$ cat src/rtl/hazard_scoreboard.sv
// ----------------------------------------------------------------------------
// hazard_scoreboard
//
// Hazard detection for the ID stage. A short shadow pipeline of in-flight
// destination tags (slot 0 = EXE ... slot DEPTH-1 = last checked stage) is
// compared against the source operands of the instruction now in ID.
//   FWD_EN = 0 : stall while any in-flight producer matches a source.
//   FWD_EN = 1 : stall only on load-use (load in slot 0). Otherwise a
//                registered forward select per source is handed to EXE.
//
// Ports
//   clk, rst      clock (rising edge) and asynchronous active-high reset
//   id_valid      ID holds a real instruction
//   src           NUM_SRC packed source register numbers (REG_W each)
//   src_valid     per-source valid
//   dest          destination register of the ID instruction
//   wb_en         ID instruction writes the register file
//   mem_r_en      ID instruction is a load
//   flush         branch taken in EXE; kills the ID instruction
//   hazard        combinational stall request (IF freeze / ID-EX bubble)
//   ex_fwd_sel    registered forward select per source for the EXE stage:
//                 0 = register file, k = stage k positions past EXE
//   stall_count   saturating count of hazard cycles
// ----------------------------------------------------------------------------
module hazard_scoreboard #(
    parameter int NUM_SRC = 2,
    parameter int REG_W   = 4,
    parameter int DEPTH   = 2,
    parameter int FWD_EN  = 1,
    parameter int SEL_W   = $clog2(DEPTH + 1)
) (
    input  logic                       clk,
    input  logic                       rst,
    input  logic                       id_valid,
    input  logic [NUM_SRC*REG_W-1:0]   src,
    input  logic [NUM_SRC-1:0]         src_valid,
    input  logic [REG_W-1:0]           dest,
    input  logic                       wb_en,
    input  logic                       mem_r_en,
    input  logic                       flush,
    output logic                       hazard,
    output logic [NUM_SRC*SEL_W-1:0]   ex_fwd_sel,
    output logic [31:0]                stall_count
);

    typedef struct packed {
        logic             valid;
        logic [REG_W-1:0] dest;
        logic             is_load;
    } slot_t;

    slot_t                     slot_q [DEPTH];
    slot_t                     slot_d [DEPTH];
    logic [NUM_SRC*SEL_W-1:0]  ex_fwd_sel_q, ex_fwd_sel_d;
    logic [NUM_SRC*SEL_W-1:0]  sel_next;
    logic [31:0]               stall_count_q, stall_count_d;

    logic any_match;
    logic load_use;
    logic found;

    // ------------------------------------------------------------------------
    // Tag compare, hazard and next forward selects
    // ------------------------------------------------------------------------
    // NOTE: every signal written here gets a default at the top of the block,
    // so no path leaves it unassigned and no latch is inferred.
    always_comb begin
        any_match = 1'b0;
        load_use  = 1'b0;
        found     = 1'b0;
        sel_next  = '0;
        for (int i = 0; i < NUM_SRC; i++) begin
            found = 1'b0;
            // Walk from youngest (slot 0) to oldest; the first hit wins, so an
            // older producer of the same register is masked.
            for (int k = 0; k < DEPTH; k++) begin
                if (src_valid[i] && slot_q[k].valid &&
                    (slot_q[k].dest == src[i*REG_W +: REG_W])) begin
                    any_match = 1'b1;
                    if (k == 0 && slot_q[0].is_load) begin
                        load_use = 1'b1;
                    end
                    if (!found) begin
                        sel_next[i*SEL_W +: SEL_W] = SEL_W'(k + 1);
                        found                      = 1'b1;
                    end
                end
            end
        end

        if (FWD_EN != 0) begin
            hazard = id_valid & load_use;
        end else begin
            hazard = id_valid & any_match;
        end

        // Slot 0 takes the ID instruction only when it really advances into
        // EXE and writes back; a stall or flush injects a bubble instead.
        slot_d[0].valid   = id_valid & wb_en & ~hazard & ~flush;
        slot_d[0].dest    = dest;
        slot_d[0].is_load = mem_r_en;
        for (int k = 1; k < DEPTH; k++) begin
            slot_d[k] = slot_q[k-1];
        end

        // The select follows the instruction into EXE; a bubble gets zeros.
        if (FWD_EN == 0 || hazard || flush || !id_valid) begin
            ex_fwd_sel_d = '0;
        end else begin
            ex_fwd_sel_d = sel_next;
        end

        stall_count_d = stall_count_q;
        if (hazard && (stall_count_q != 32'hFFFF_FFFF)) begin
            stall_count_d = stall_count_q + 32'd1;
        end
    end

    // ------------------------------------------------------------------------
    // State
    // ------------------------------------------------------------------------
    // NOTE: sequential state uses non-blocking assignments so every register
    // samples the pre-edge values, which is what makes the slot shift work.
    always_ff @(posedge clk or posedge rst) begin
        if (rst) begin
            // NOTE: the tag array is reset (unlike a data memory) because a
            // stale valid bit would raise a false hazard after reset.
            for (int k = 0; k < DEPTH; k++) begin
                slot_q[k] <= '0;
            end
            ex_fwd_sel_q  <= '0;
            stall_count_q <= '0;
        end else begin
            for (int k = 0; k < DEPTH; k++) begin
                slot_q[k] <= slot_d[k];
            end
            ex_fwd_sel_q  <= ex_fwd_sel_d;
            stall_count_q <= stall_count_d;
        end
    end

    assign ex_fwd_sel  = ex_fwd_sel_q;
    assign stall_count = stall_count_q;

endmodule

$ cat config.mk
export PLATFORM = sky130hd
export DESIGN_NAME = hazard_scoreboard
export DESIGN_NICKNAME = d
export VERILOG_FILES = /design/src/rtl/hazard_scoreboard.sv
export SDC_FILE = /design/constraint.sdc
export NUM_CORES = 1
export LEC_CHECK = 0
export ABC_AREA = 1
export CELL_PAD_IN_SITES_DETAIL_PLACEMENT = 0
export CELL_PAD_IN_SITES_GLOBAL_PLACEMENT = 1
export CORE_MARGIN = 10
export CORE_UTILIZATION = 40
export CTS_CLUSTER_DIAMETER = 60
export DETAILED_ROUTE_END_ITERATION = 8
export GPL_ROUTABILITY_DRIVEN = 0
export PLACE_DENSITY_LB_ADDON = 0.2
export SLEW_MARGIN = 20
export SYNTH_ARGS = -nofsm -noshare
export SYNTH_HDL_FRONTEND = slang
export SYNTH_SLANG_ARGS = --single-unit
export TNS_END_PERCENT = 50
$ cat constraint.sdc
create_clock -name clk -period 5.2 [get_ports clk]
set_input_delay 1.04 -clock clk [delete_from_list [all_inputs] [get_ports clk]]
set_output_delay 1.04 -clock clk [all_outputs]
set_load 0.05 [all_outputs]
==> impl_metrics.ini <==
[sta]
setup_tns_ns = 0
tightest_slew_ns = 0.8089
setup_viol = 0
fmax_mhz = 239.8
hold_viol = 0
skew_ns = 0.005244
fin_crit_sh = 0.8019
finalCriticalPeriod_ns = 4.170
slew_headroom = 0.4601
rsz0062_at_grt = false
slew_violations = 0

[place]
io_buffer_count = 56
postPlaceCellArea_sq_um = 3548
hpwl_microns = 6266

[clock_network]
numCtsBuffers = 5
cts_resized = 0
h-tree-depth = 2
cts.sinks = 47
clock-root-buffer = clkbuf_8
hold_buffers = 0
cts_max_path_buffers = 2
postCtsSetupRepairBufs = 0
path_clk_slew_ns = 0.08
clkLatencyLatePin_ns = 0.30
cts_tree = built

[yosys]
yosysTopAreaCell = dfrtp_1
ys_seq_elements = 47
synth_commonest_cells = nand2_1 (195), nor2_1 (66), dfrtp_1 (47)
synthArstFlopShare = 1.000
postSynthAreaPerCell_sq_um = 6.876
syn-num-nets = 445
yosys_warnings = 0
synth_top_area_frac = 0.4034
synth_area_sq_um = 2915
synthCells = 424
ys_seq_area_frac = 0.4034
post-synth-top-count-cell = nand2_1
synth_edf_count = 0
synth_area_leaders = dfrtp_1 (40%), nand2_1 (25%), nor2_1 (8.5%)
synth_cell_types = 24
ys.flop_type = dfrtp_1

[pwr]
combPwrFrac = 0.072
peakVddDrop_mv = 0.08903
pwr-share-seq = 0.504
p_switching_w = 0.0001621
p_leak_nw = 1.717
internal_power_w = 0.0005860
power_density_nw_per_um2 = 203.2
p_clk_frac = 0.424
finalPower_w = 0.0007481
swShare = 0.2167

[floorplan]
die_area_sq_um = 11100
die_y_microns = 105.4
rows = 31
coreArea_sq_um = 7176
die_w_microns = 105.4
ios = 57
start_util = 0.4063

[global_routing]
grt_max_degree = 48
antenna_found_initial = 0
grt_pass1_wl_microns = 13810
grt_usage = 0.1495
grt_pass1_vias = 2760
grt-ovfl-total = 0

[cells_and_area]
fillers = 742
seq_area_sq_um = 1176
drive_above_1_share = 0.03534
utilization = 0.5132
multi_input_area_sq_um = 1602
fin_nets = 501
design_area_sq_um = 3682
area_growth_pct = 26.31
insertedDiodeCount = 0

[run_status]
status = completed

[drt]
finalWirelength_microns = 8215
drtIter0Drc = 159
drcViolationCount = 0
avgRoutedWirePerCell_microns = 14.16
ant_nets = 0
via_per_inst = 4.840
dr.pass1.iters = 5
vias = 2807

[critical_path]
start_kind = input pin
end_kind = output port
cp.arrival_ns = 3.13
critPathRequiredTime_ns = 4.16
path_class = in2out
path_max_fanout = 3

[hold_path]
hold_path_class = reg2reg

[flow_run]
maxCapViolCount = 0
-- per-layer routing --
metal,up-vias,wire [microns],track usage,part of all wire
met1,1280,3725,0.1809,0.45
met4,0,176,0.05490,0.021
met2,70,3875,0.2511,0.47
met3,14,437,0.03715,0.053
met5,-,0,0,0
li1,1443,-,-,-
-- state kept, by name (all words and copies together), names as in the netlist --
register / count
slot_q: 5
stall_count: 32
ex_fwd_sel: 4
slot_d: 6
-- placed cells by master, fill, tap and decap left out, drive strengths merged, types with 2 or more instances in the layout --
cell	instances
bufinv	2
clkbuf	6
clkdlybuf4s50	56
clkinv	2
dfrtp	47
inv	19
nand2	197
nand3	33
nand3b	16
nand4	9
nor2	67
xnor2	7
xor2	13
-- area by class of cell --
type                       instances  area share
multi-input combinational        348      0.4349
timing repair buffer              57      0.1543
clock inverter                     2     0.01631
sequential                        47      0.3194
tap                               99     0.03364
inverter                          21     0.02175
clock buffer                       6     0.01971
-- cells by family (layout without fill, tap and decap cells) --
family	count (synthesis)	after routing	synth area share
simple gates	325	325	0.4777
flops	47	47	0.4034
buf+inv	29	86	0.04721
xor+xnor	20	20	0.06009
compound gates	2	2	0.007296
fa+ha+maj	1	1	0.004291
-- through the flow --
| stage | setup WS, ns | std cells | hold slack [ns] |
|---|---|---|---|
| 5_1_grt | 0.8882 | 580 | 0.4276 |
| 3_5_place_dp | 1.012 | 572 | 0.3954 |
| 3_3_place_gp | 1.020 | 572 | 0.3971 |
| 2_1_floorplan | 2.150 | 424 | 0.3741 |
| 6_report | 1.030 | 580 | 0.4134 |
| 4_1_cts | 1.002 | 580 | 0.4155 |
-- worst max-delay path, cell delays in order --
cell,delay [ns]
clkdlybuf4s50_1,0.53
inv_1,0.05
nand2_1,0.05
nand2_1,0.05
nor2_1,0.17
nand2_1,0.16
a21oi_4,0.23
clkdlybuf4s50_1,0.84
-- final timing paths --
path | startpoint | endpoint | slack, ns | cells after the start
worst max-delay path | src[6] | hazard | 1.03 | 8
worst min-delay path | slot_d[1] | slot_q[1] | 0.41 | 0
worst max register to register | stall_count[0] | stall_count[11] | 2.72 | 9
worst min register to register | slot_d[1] | slot_q[1] | 0.41 | 0
max in group asynchronous | rst | slot_d[5] | 3.53 | 2
min in group asynchronous | rst | stall_count[9] | 1.18 | 2
-- power by group through the flow --
stage	registers (W)	logic, W	clock network (W)
floorplan	0.000388	0.0000239	0
global placement	0.000384	0.0000538	0
detailed placement	0.000384	0.0000549	0
CTS	0.000377	0.0000551	0.000324
global route	0.000378	0.0000597	0.000338
finish	0.000377	0.0000540	0.000317
Note: power is estimated with default switching activity, not from simulation.
